File: config.mk
export PLATFORM = sky130hd
export DESIGN_NAME = regfile_wb_sched
export DESIGN_NICKNAME = d
export VERILOG_FILES = /design/src/rtl/regfile_wb_sched_pkg.sv /design/src/rtl/regfile_wb_sched_wb_fifo.sv /design/src/rtl/regfile_wb_sched.sv
export SDC_FILE = /design/constraint.sdc
export NUM_CORES = 1
export LEC_CHECK = 0
export ABC_CLOCK_PERIOD_IN_PS = 7350
export CORE_UTILIZATION = 50
export CTS_CLUSTER_DIAMETER = 50
export DETAILED_ROUTE_END_ITERATION = 8
export MAX_ROUTING_LAYER = met4
export PLACE_DENSITY = 0.81
export SLEW_MARGIN = 20
export SYNTH_ARGS = -nofsm -noshare
export SYNTH_HDL_FRONTEND = slang
export SYNTH_SLANG_ARGS = --single-unit
File: constraint.sdc
create_clock -name clock -period 7.35 [get_ports clock]
set_clock_uncertainty 0.1 [all_clocks]
set_input_delay 1.47 -clock clock [delete_from_list [all_inputs] [get_ports clock]]
set_output_delay 1.47 -clock clock [all_outputs]
set_load 0.02 [all_outputs]
File: src/rtl/regfile_wb_sched_pkg.sv
// Shared types and constants for the register-file write-back scheduler.
package regfile_wb_sched_pkg;

  localparam int unsigned NUM_REGS = 8;
  localparam int unsigned DATA_W   = 32;
  localparam int unsigned REG_AW   = 3;

  // Destination code driven on a write port that has nothing to issue.
  localparam logic [3:0] NOREG = 4'hF;

  // One queued write: 3-bit register index plus data word.
  typedef struct packed {
    logic [REG_AW-1:0] dst;
    logic [DATA_W-1:0] data;
  } wb_req_t;

  // Which requester wins the next same-destination conflict.
  typedef enum logic {
    PRIO_E = 1'b0,
    PRIO_M = 1'b1
  } wb_prio_e;

  // Requests arrive with a 4-bit destination; only r0..r7 exist.
  function automatic logic dst_in_range(input logic [3:0] d);
    dst_in_range = ~d[3];
  endfunction

  // One-hot register mask for a register index.
  function automatic logic [NUM_REGS-1:0] reg_onehot(input logic [REG_AW-1:0] r);
    reg_onehot    = '0;
    reg_onehot[r] = 1'b1;
  endfunction

endpackage

File: src/rtl/regfile_wb_sched_wb_fifo.sv
// Per-requester write queue: DEPTH entries, occupancy tracked per slot so the
// set of destinations still queued can be reported without a counter walk.
module wb_fifo
  import regfile_wb_sched_pkg::*;
#(
  parameter int unsigned DEPTH = 2
) (
  input  logic                clk_i,
  input  logic                rst_i,
  input  logic                push_i,
  input  wb_req_t             push_data_i,
  input  logic                pop_i,
  output logic                full_o,
  output logic                empty_o,
  output wb_req_t             head_o,
  output logic [NUM_REGS-1:0] dst_vld_o
);

  localparam int unsigned AW = (DEPTH > 1) ? $clog2(DEPTH) : 1;

  wb_req_t          mem_q [DEPTH];
  logic [DEPTH-1:0] occ_q, occ_d;
  logic [AW-1:0]    wr_ptr_q, wr_ptr_d;
  logic [AW-1:0]    rd_ptr_q, rd_ptr_d;
  logic             do_push, do_pop;

  assign full_o  = &occ_q;
  assign empty_o = ~|occ_q;
  assign do_push = push_i && !full_o;
  assign do_pop  = pop_i && !empty_o;
  assign head_o  = mem_q[rd_ptr_q];

  // Next occupancy and pointers; push and pop never target the same slot.
  always_comb begin
    occ_d    = occ_q;
    wr_ptr_d = wr_ptr_q;
    rd_ptr_d = rd_ptr_q;
    if (do_pop) begin
      occ_d[rd_ptr_q] = 1'b0;
      rd_ptr_d        = rd_ptr_q + AW'(1);
    end
    if (do_push) begin
      occ_d[wr_ptr_q] = 1'b1;
      wr_ptr_d        = wr_ptr_q + AW'(1);
    end
  end

  // Queue control state.
  always_ff @(posedge clk_i or posedge rst_i) begin
    if (rst_i) begin
      occ_q    <= '0;
      wr_ptr_q <= '0;
      rd_ptr_q <= '0;
    end else begin
      occ_q    <= occ_d;
      wr_ptr_q <= wr_ptr_d;
      rd_ptr_q <= rd_ptr_d;
    end
  end

  // Entry storage; contents are qualified by occupancy so no reset is needed.
  always_ff @(posedge clk_i) begin
    if (do_push) begin
      mem_q[wr_ptr_q] <= push_data_i;
    end
  end

  // Destinations of all occupied entries.
  always_comb begin
    dst_vld_o = '0;
    for (int unsigned i = 0; i < DEPTH; i++) begin
      if (occ_q[i]) begin
        dst_vld_o = dst_vld_o | reg_onehot(mem_q[i].dst);
      end
    end
  end

endmodule

File: src/rtl/regfile_wb_sched.sv
// Write-back scheduler: queues execute- and memory-stage register writes and
// issues them onto two registered write ports, resolving same-register
// conflicts in E-then-M order with a one-deferral limit for M.
module regfile_wb_sched #(
  parameter int unsigned DEPTH = 2,
  parameter logic [3:0]  NOREG = regfile_wb_sched_pkg::NOREG
) (
  input  logic        clock,
  input  logic        reset,
  input  logic        e_valid,
  output logic        e_ready,
  input  logic [3:0]  e_dst,
  input  logic [31:0] e_data,
  input  logic        m_valid,
  output logic        m_ready,
  input  logic [3:0]  m_dst,
  input  logic [31:0] m_data,
  output logic [3:0]  dstE,
  output logic [31:0] valE,
  output logic [3:0]  dstM,
  output logic [31:0] valM,
  output logic [7:0]  pending,
  output logic        idle,
  output logic        bad_dst
);

  import regfile_wb_sched_pkg::*;

  wb_req_t             e_req, m_req, e_head, m_head;
  logic                e_full, e_empty, m_full, m_empty;
  logic [NUM_REGS-1:0] e_dst_vld, m_dst_vld;
  logic                e_acc, m_acc, e_push, m_push;
  logic                conflict, issue_e, issue_m;

  wb_prio_e            prio_q, prio_d;
  logic [3:0]          dstE_q, dstE_d, dstM_q, dstM_d;
  logic [DATA_W-1:0]   valE_q, valE_d, valM_q, valM_d;
  logic                vldE_q, vldE_d, vldM_q, vldM_d;
  logic                bad_q, bad_d;

  assign e_ready = !e_full;
  assign m_ready = !m_full;
  assign e_acc   = e_valid && e_ready;
  assign m_acc   = m_valid && m_ready;
  assign e_push  = e_acc && dst_in_range(e_dst);
  assign m_push  = m_acc && dst_in_range(m_dst);
  assign e_req   = '{dst: e_dst[REG_AW-1:0], data: e_data};
  assign m_req   = '{dst: m_dst[REG_AW-1:0], data: m_data};

  wb_fifo #(.DEPTH(DEPTH)) u_e_fifo (
    .clk_i       (clock),
    .rst_i       (reset),
    .push_i      (e_push),
    .push_data_i (e_req),
    .pop_i       (issue_e),
    .full_o      (e_full),
    .empty_o     (e_empty),
    .head_o      (e_head),
    .dst_vld_o   (e_dst_vld)
  );

  wb_fifo #(.DEPTH(DEPTH)) u_m_fifo (
    .clk_i       (clock),
    .rst_i       (reset),
    .push_i      (m_push),
    .push_data_i (m_req),
    .pop_i       (issue_m),
    .full_o      (m_full),
    .empty_o     (m_empty),
    .head_o      (m_head),
    .dst_vld_o   (m_dst_vld)
  );

  // Issue arbitration: on a same-register conflict only the priority holder
  // issues; an M head that loses flips priority so it wins the next conflict.
  always_comb begin
    conflict = !e_empty && !m_empty && (e_head.dst == m_head.dst);
    issue_e  = !e_empty && !(conflict && (prio_q == PRIO_M));
    issue_m  = !m_empty && !(conflict && (prio_q == PRIO_E));
    prio_d   = prio_q;
    if (issue_m) begin
      prio_d = PRIO_E;
    end else if (!m_empty) begin
      prio_d = PRIO_M;
    end
  end

  // Next write-port contents and sticky error.
  always_comb begin
    vldE_d = issue_e;
    dstE_d = issue_e ? {1'b0, e_head.dst} : NOREG;
    valE_d = issue_e ? e_head.data : '0;
    vldM_d = issue_m;
    dstM_d = issue_m ? {1'b0, m_head.dst} : NOREG;
    valM_d = issue_m ? m_head.data : '0;
    bad_d  = bad_q || (e_acc && !dst_in_range(e_dst))
                   || (m_acc && !dst_in_range(m_dst));
  end

  // Registered write ports, priority flag and error flag.
  always_ff @(posedge clock or posedge reset) begin
    if (reset) begin
      prio_q <= PRIO_E;
      vldE_q <= 1'b0;
      dstE_q <= NOREG;
      valE_q <= '0;
      vldM_q <= 1'b0;
      dstM_q <= NOREG;
      valM_q <= '0;
      bad_q  <= 1'b0;
    end else begin
      prio_q <= prio_d;
      vldE_q <= vldE_d;
      dstE_q <= dstE_d;
      valE_q <= valE_d;
      vldM_q <= vldM_d;
      dstM_q <= dstM_d;
      valM_q <= valM_d;
      bad_q  <= bad_d;
    end
  end

  // Registers with a write still queued or on a port. Port validity is
  // tracked separately so a NOREG override inside r0..r7 cannot alias.
  always_comb begin
    pending = e_dst_vld | m_dst_vld;
    if (vldE_q) begin
      pending = pending | reg_onehot(dstE_q[REG_AW-1:0]);
    end
    if (vldM_q) begin
      pending = pending | reg_onehot(dstM_q[REG_AW-1:0]);
    end
  end

  assign idle    = e_empty && m_empty && !vldE_q && !vldM_q;
  assign dstE    = dstE_q;
  assign valE    = valE_q;
  assign dstM    = dstM_q;
  assign valM    = valM_q;
  assign bad_dst = bad_q;

endmodule

==> qor.yml, run 1 <==
synth_nets: 610
dieArea_um2: 17900
gp_congestion: 0.924
synth_ff_type: "edfxtp_1"
grt.busiest_layer: "met2"
async_flop_share: 0.375
slew_violations: 0
p_per_area_nw_per_um2: 401
crit_path_start: "u_e_fifo.occ_q[0]"
finalSetupTns_ns: 0
setup_violations: 0
tightestPinTransition_ns: 1.03
die_w_um: 134
routedWlPerCell_um: 19.1
synth.avg_cell_area_um2: 16.3
ctsLongestPathBuffers: 3
layout_common_cells: "clkdlybuf4s50_1, edfxtp_1, dfrtp_1"
critPathMaxStageDelay_ns: 0.56
syn_area_um2: 8690
cts_max_level: 1
start_util: 0.519
core_um2: 16800
fmax_mhz: 238
peakVddDrop_uv: 257
syn_inst: 534
die_h_um: 134
path_cells: "nor2b_1, a22oi_1, o31ai_1, or4_1, clkdlybuf4s50_1"
crit_path_end_kind: "primary output"
slew_headroom: 0.316
slowest_stage: "clkdlybuf4s50_1"
final_common_cell: "clkdlybuf4s50_1"
finalPower_mw: 4.48
clock_sinks: 224
use_met2: 0.327
ys_seq_area_frac: 0.727
cts_hold_buffers: 0
drive_gt1_frac: 0.178
hpwl_um: 11600
num_rows: 47
cts_resized: 0
synth-edff-count: 140
routed_wirelength_um: 17700
critPathKind: "flop to primary output"
finalCritPeriodShare: 0.571
clk_pin_slew_ns: 0.06
grt_first_pass_wirelength_um: 27400
numCtsBuffers: 23
final_antenna_net_count: 0
area_growth_pct: 28.7
min_from: "bad_dst"
hp-class: "flop to flop"
fin_crit_ns: 4.20
drc: 0
cap_violations: 0
layout.nets: 768
first_global_vias: 5100
drt_pass1_iterations: 5
antenna_cells: 0
cts_setup_buffers: 0
final_area_um2: 11200
worst-endpoint-required_ns: 5.78
worstPathArrival_ns: 2.63
clockRootBuffer: "clkbuf_16"
finalHoldViolCount: 0
clk_latency_ns: 0.50
overflow: 0
placed_area_um2: 10400
io_pins: 160
grtUsageMet3: 0.0378
synth_seq_cells: 224
grt_use_met1: 0.274
holdWs_ns: 0.416
regToRegStartpoint: "u_m_fifo.rd_ptr_q"
start_kind: "flop"
utilization: 0.668
cp_num_buf_inv: 1
io_buffers: 159
fill_cells: 1130
status: "finished clean"
gr-usage-all-layers: 0.205
power_leakage_nw: 4.19
viasPerCell: 5.50
antenna_found_initial: 0
rsz0062_at_grt: "false"
ys_warn_count: 0
crit_family: "simple AND/OR/NAND/NOR gates"
via_count: 5114
grt_max_degree: 48
cp_max_fo: 11
drt_iter0_drc: 322
cts_tree: "yes"
yosys.cell_types.count: 49
-- worst min-delay path: cells and delay by family (launching register included) --
family | cells | cell delay [ns]
DFF | 1 | 0.38
and+or+nand+nor | 1 | 0.06
AOI/OAI and AO/OA | 1 | 0.05
-- kinds of logic (layout without fill, tap and decap cells) --
kind of cell	Yosys count	after routing	synth area share
and+or+nand+nor	168	168	0.136
AOI/OAI and AO/OA	28	28	0.0225
muxes	70	70	0.0829
DFF	224	224	0.727
xor gates and xnor gates	5	5	0.00590
buffers and inverters	39	214	0.0262
-- layer usage --
| layer | wire length, um | vias to the layer above |
|---|---|---|
| met2 | 8580 | 216 |
| met1 | 7560 | 2547 |
| met5 | 0 | - |
| met3 | 1310 | 31 |
| met4 | 261 | 0 |
| li1 | - | 2320 |
-- registers in the layout, summed over array words and instances (netlist names), 2 cells and up --
register,count
dstM,4
u_e_fifo.occ_q,2
dstE,4
u_m_fifo.occ_q,2
valM,32
u_e_fifo.mem_q,70
valE,32
u_m_fifo.mem_q,70
-- stage by stage --
stage / instances / setup WS (ns)
global route: 929 / 3.07
CTS: 929 / 3.14
detailed placement: 887 / 3.66
floorplan: 534 / 2.59
finish: 929 / 3.15
global placement: 887 / 3.68
-- synth_stat cells, drive strengths merged, types with 2 or more instances --
cell type    n  share of area
xnor2        3         0.0039
inv          4         0.0017
nor3        71          0.074
mux2i       70          0.083
clkbuf      19         0.0082
o21ai        5         0.0029
nor4         2         0.0014
nor3b        4         0.0035
nand2b       5         0.0036
a31oi        7         0.0050
a22oi        2         0.0017
a21oi        3         0.0017
edfxtp     140           0.48
nand4        9         0.0065
and4         2         0.0020
buf         16          0.016
nor2        20         0.0086
a21bo        2         0.0023
or2          2         0.0014
dfstp        8          0.024
xor2         2         0.0020
nand2       17         0.0073
nor2b        5         0.0036
nand4b       7         0.0071
dfrtp       76           0.22
nand3       16         0.0092
-- where the power goes --
group / internal (mW) / total (mW) / switching (mW)
Clock: 0.674 / 1.12 / 0.446
Combinational: 0.680 / 1.50 / 0.818
Sequential: 1.65 / 1.86 / 0.210
Total: 3.01 / 4.48 / 1.47
-- worst paths after layout --
| check | cells after the start | slack, ns | endpoint |
|---|---|---|---|
| max in group asynchronous | 3 | 4.73 | u_e_fifo.rd_ptr_q |
| min | 2 | 0.42 | bad_dst |
| min reg2reg | 2 | 0.42 | bad_dst |
| max reg2reg | 5 | 4.21 | u_m_fifo.rd_ptr_q |
| min in group asynchronous | 2 | 1.28 | valM[16] |
| max | 5 | 3.15 | pending[0] |
-- area by class of cell --
| type | instances | area, um^2 | share of cell area |
|---|---|---|---|
| clock buffers | 33 | 633 | 0.0566 |
| well taps | 220 | 275 | 0.0246 |
| flip-flops and latches | 224 | 6320 | 0.565 |
| clock inverters | 9 | 108 | 0.00962 |
| inverters | 4 | 16.3 | 0.00145 |
| repair buffers | 168 | 1660 | 0.148 |
| multi-input cells | 271 | 2180 | 0.195 |
(Power assumes the default switching activity.)
==> run 2, diff against run 1 <==
- ABC_CLOCK_PERIOD_IN_PS: 7350 -> 3890
- clock period: 7.35 -> 3.89 ns (I/O delays scaled with it)
==> qor.yml, run 2 (same netlist as run 1, synthesis figures left out) <==
p_per_area_nw_per_um2: 767  # +92%
final_common_cell: "clkdlybuf4s50_1"
io_pins: 160  # unchanged
grt_first_pass_wirelength_um: 28900  # +5.3%
gp_congestion: 0.892  # -3.5%
placed_area_um2: 10500  # +0.62%
power_leakage_nw: 4.25  # +1.2%
finalHoldViolCount: 0  # unchanged
fin_crit_ns: 3.55
regToRegStartpoint: "u_m_fifo.rd_ptr_q"
reg2reg_slack_ns: 1.19  # -3.02 ns
die_w_um: 134  # unchanged
routedWlPerCell_um: 19.5  # +2.3%
critPathKind: "flop to primary output"
path_cells: "or2_2, nor4_1, clkdlybuf4s50_1"
min_from: "bad_dst"
hold_end: "bad_dst"
start_kind: "flop"
switching_share: 0.335  # +0.00623
viasPerCell: 5.52  # +0.29%
numCtsBuffers: 24  # +4.3%
rr_worst_depth: 5  # unchanged
setup_violations: 0  # unchanged
hpwl_um: 11700  # +0.60%
cts_max_level: 1  # unchanged
slowest_stage: "clkdlybuf4s50_1"
cts_tree: "yes"
drive_gt1_frac: 0.188  # +0.0102
clk_latency_ns: 0.51  # about the same
hold_depth: 2  # unchanged
fmax_mhz: 281
final_antenna_net_count: 0  # unchanged
status: "finished clean"
gr-usage-all-layers: 0.216  # +0.0111
die_h_um: 134  # unchanged
pwr-share-seq: 0.398  # -0.018
antenna_found_initial: 0  # unchanged
worstPathArrival_ns: 2.68  # +0.05 ns
final_area_um2: 11300  # +1.3%
cap_violations: 0  # unchanged
worst-endpoint-required_ns: 3.01  # -2.77 ns
power_switching_mw: 2.91  # +98%
slew_violations: 0  # unchanged
critPathMaxStageDelay_ns: 0.71  # +0.15 ns
antenna_cells: 0  # unchanged
cts_resized: 0  # unchanged
dieArea_um2: 17900  # unchanged
grt_max_degree: 85  # +77%
crit_path_end_kind: "primary output"
layout.nets: 771  # +0.39%
r2r_end: "valM[27]"
finalCritPeriodShare: 0.913
power.internal_mw: 5.78  # +92%
layout_common_cells: "clkdlybuf4s50_1, edfxtp_1, dfrtp_1"
crit_family: "simple AND/OR/NAND/NOR gates"
core_um2: 16800  # unchanged
drt_pass1_iterations: 6  # +1
peakVddDrop_uv: 651  # +150%
cts_setup_buffers: 0  # unchanged
slew_headroom: 0.320  # +0.00366
clock_sinks: 224  # unchanged
ctsLongestPathBuffers: 3  # unchanged
drc: 0  # unchanged
io_buffers: 159  # unchanged
rsz0062_at_grt: "false"
setup_slack_ns: 0.337  # -2.82 ns
start_util: 0.519  # unchanged
cts_hold_buffers: 0  # unchanged
first_global_vias: 5361  # +5.1%
reg.largest.list: "u_e_fifo.mem_q (70), u_m_fifo.mem_q (70)"
clkPwrFrac: 0.263  # +0.013
cp_max_fo: 13  # +2
tightestPinTransition_ns: 1.02  # -0.00549 ns
area_growth_pct: 30.3
finalSetupTns_ns: 0  # unchanged
num_rows: 47  # unchanged
drt_iter0_drc: 359  # +11%
via_count: 5151  # +0.72%
hp-class: "flop to flop"
clockRootBuffer: "clkbuf_16"
overflow: 0  # unchanged
p_comb_frac: 0.339  # +0.005
detailedPlace.worstSlack_ns: 0.908  # -2.75 ns
routed_wirelength_um: 18200  # +2.8%
cp_num_buf_inv: 1  # unchanged
clk_pin_slew_ns: 0.06  # about the same
run 2: changes by cell type in the layout (fill, tap and decap cells not counted), sizes merged:
| cell | change |
|---|---|
| buf | +2 |
| clkbuf | -4 |
| clkinvlp | +3 |
| clkinv | +3 |
run 2: tightest hold or removal path, stage by stage (launching register included):
cell and delay, ns:
dfrtp_1 0.35, a31oi_1 0.04, nand2_1 0.06
run 2: metal layers:
layer / global-route usage / share of wire / up-vias
met5: - / 0 / -
met4: 0.0644 / 0.019 / 0
met3: 0.0442 / 0.070 / 39
met2: 0.336 / 0.49 / 214
met1: 0.288 / 0.42 / 2566
li1: - / - / 2332
run 2: worst max-delay path by stage:
stage                 startpoint               endpoint  depth (start not counted)
6_report       u_m_fifo.occ_q[1]                   idle                          3
5_1_grt        u_m_fifo.occ_q[1]                   idle                          3
4_1_cts        u_m_fifo.occ_q[1]                   idle                          3
3_5_place_dp             m_valid  u_m_fifo.mem_q[1][15]                          6
3_3_place_gp             m_valid  u_m_fifo.mem_q[1][15]                          6
2_1_floorplan              reset                bad_dst                          1
run 2: area by class of cell:
cell class,instances,area [um^2]
Timing Repair Buffer,170,1710
Tap cell,220,275
Clock buffer,29,651
Sequential cell,224,6320
Fill cell,1181,5430
Inverter,4,16.3
Clock inverter,15,169
Multi-Input combinational cell,271,2190
run 2: per-stage QoR:
stage,power [mW],hold WS [ns],cells,utilization
floorplan,5.24,0.366,534,-
finish,8.69,0.384,933,0.676
global route,9.08,0.429,933,0.676
detailed placement,6.44,0.355,889,0.627
global placement,6.38,0.368,889,0.627
CTS,8.78,0.383,933,0.676
run 2: power groups by stage:
stage	logic, mW	clock network (mW)	registers, mW
global placement	2.91	0	3.47
finish	2.95	2.29	3.46
detailed placement	2.95	0	3.49
global route	3.14	2.43	3.51
floorplan	1.48	0	3.76
CTS	2.98	2.34	3.46
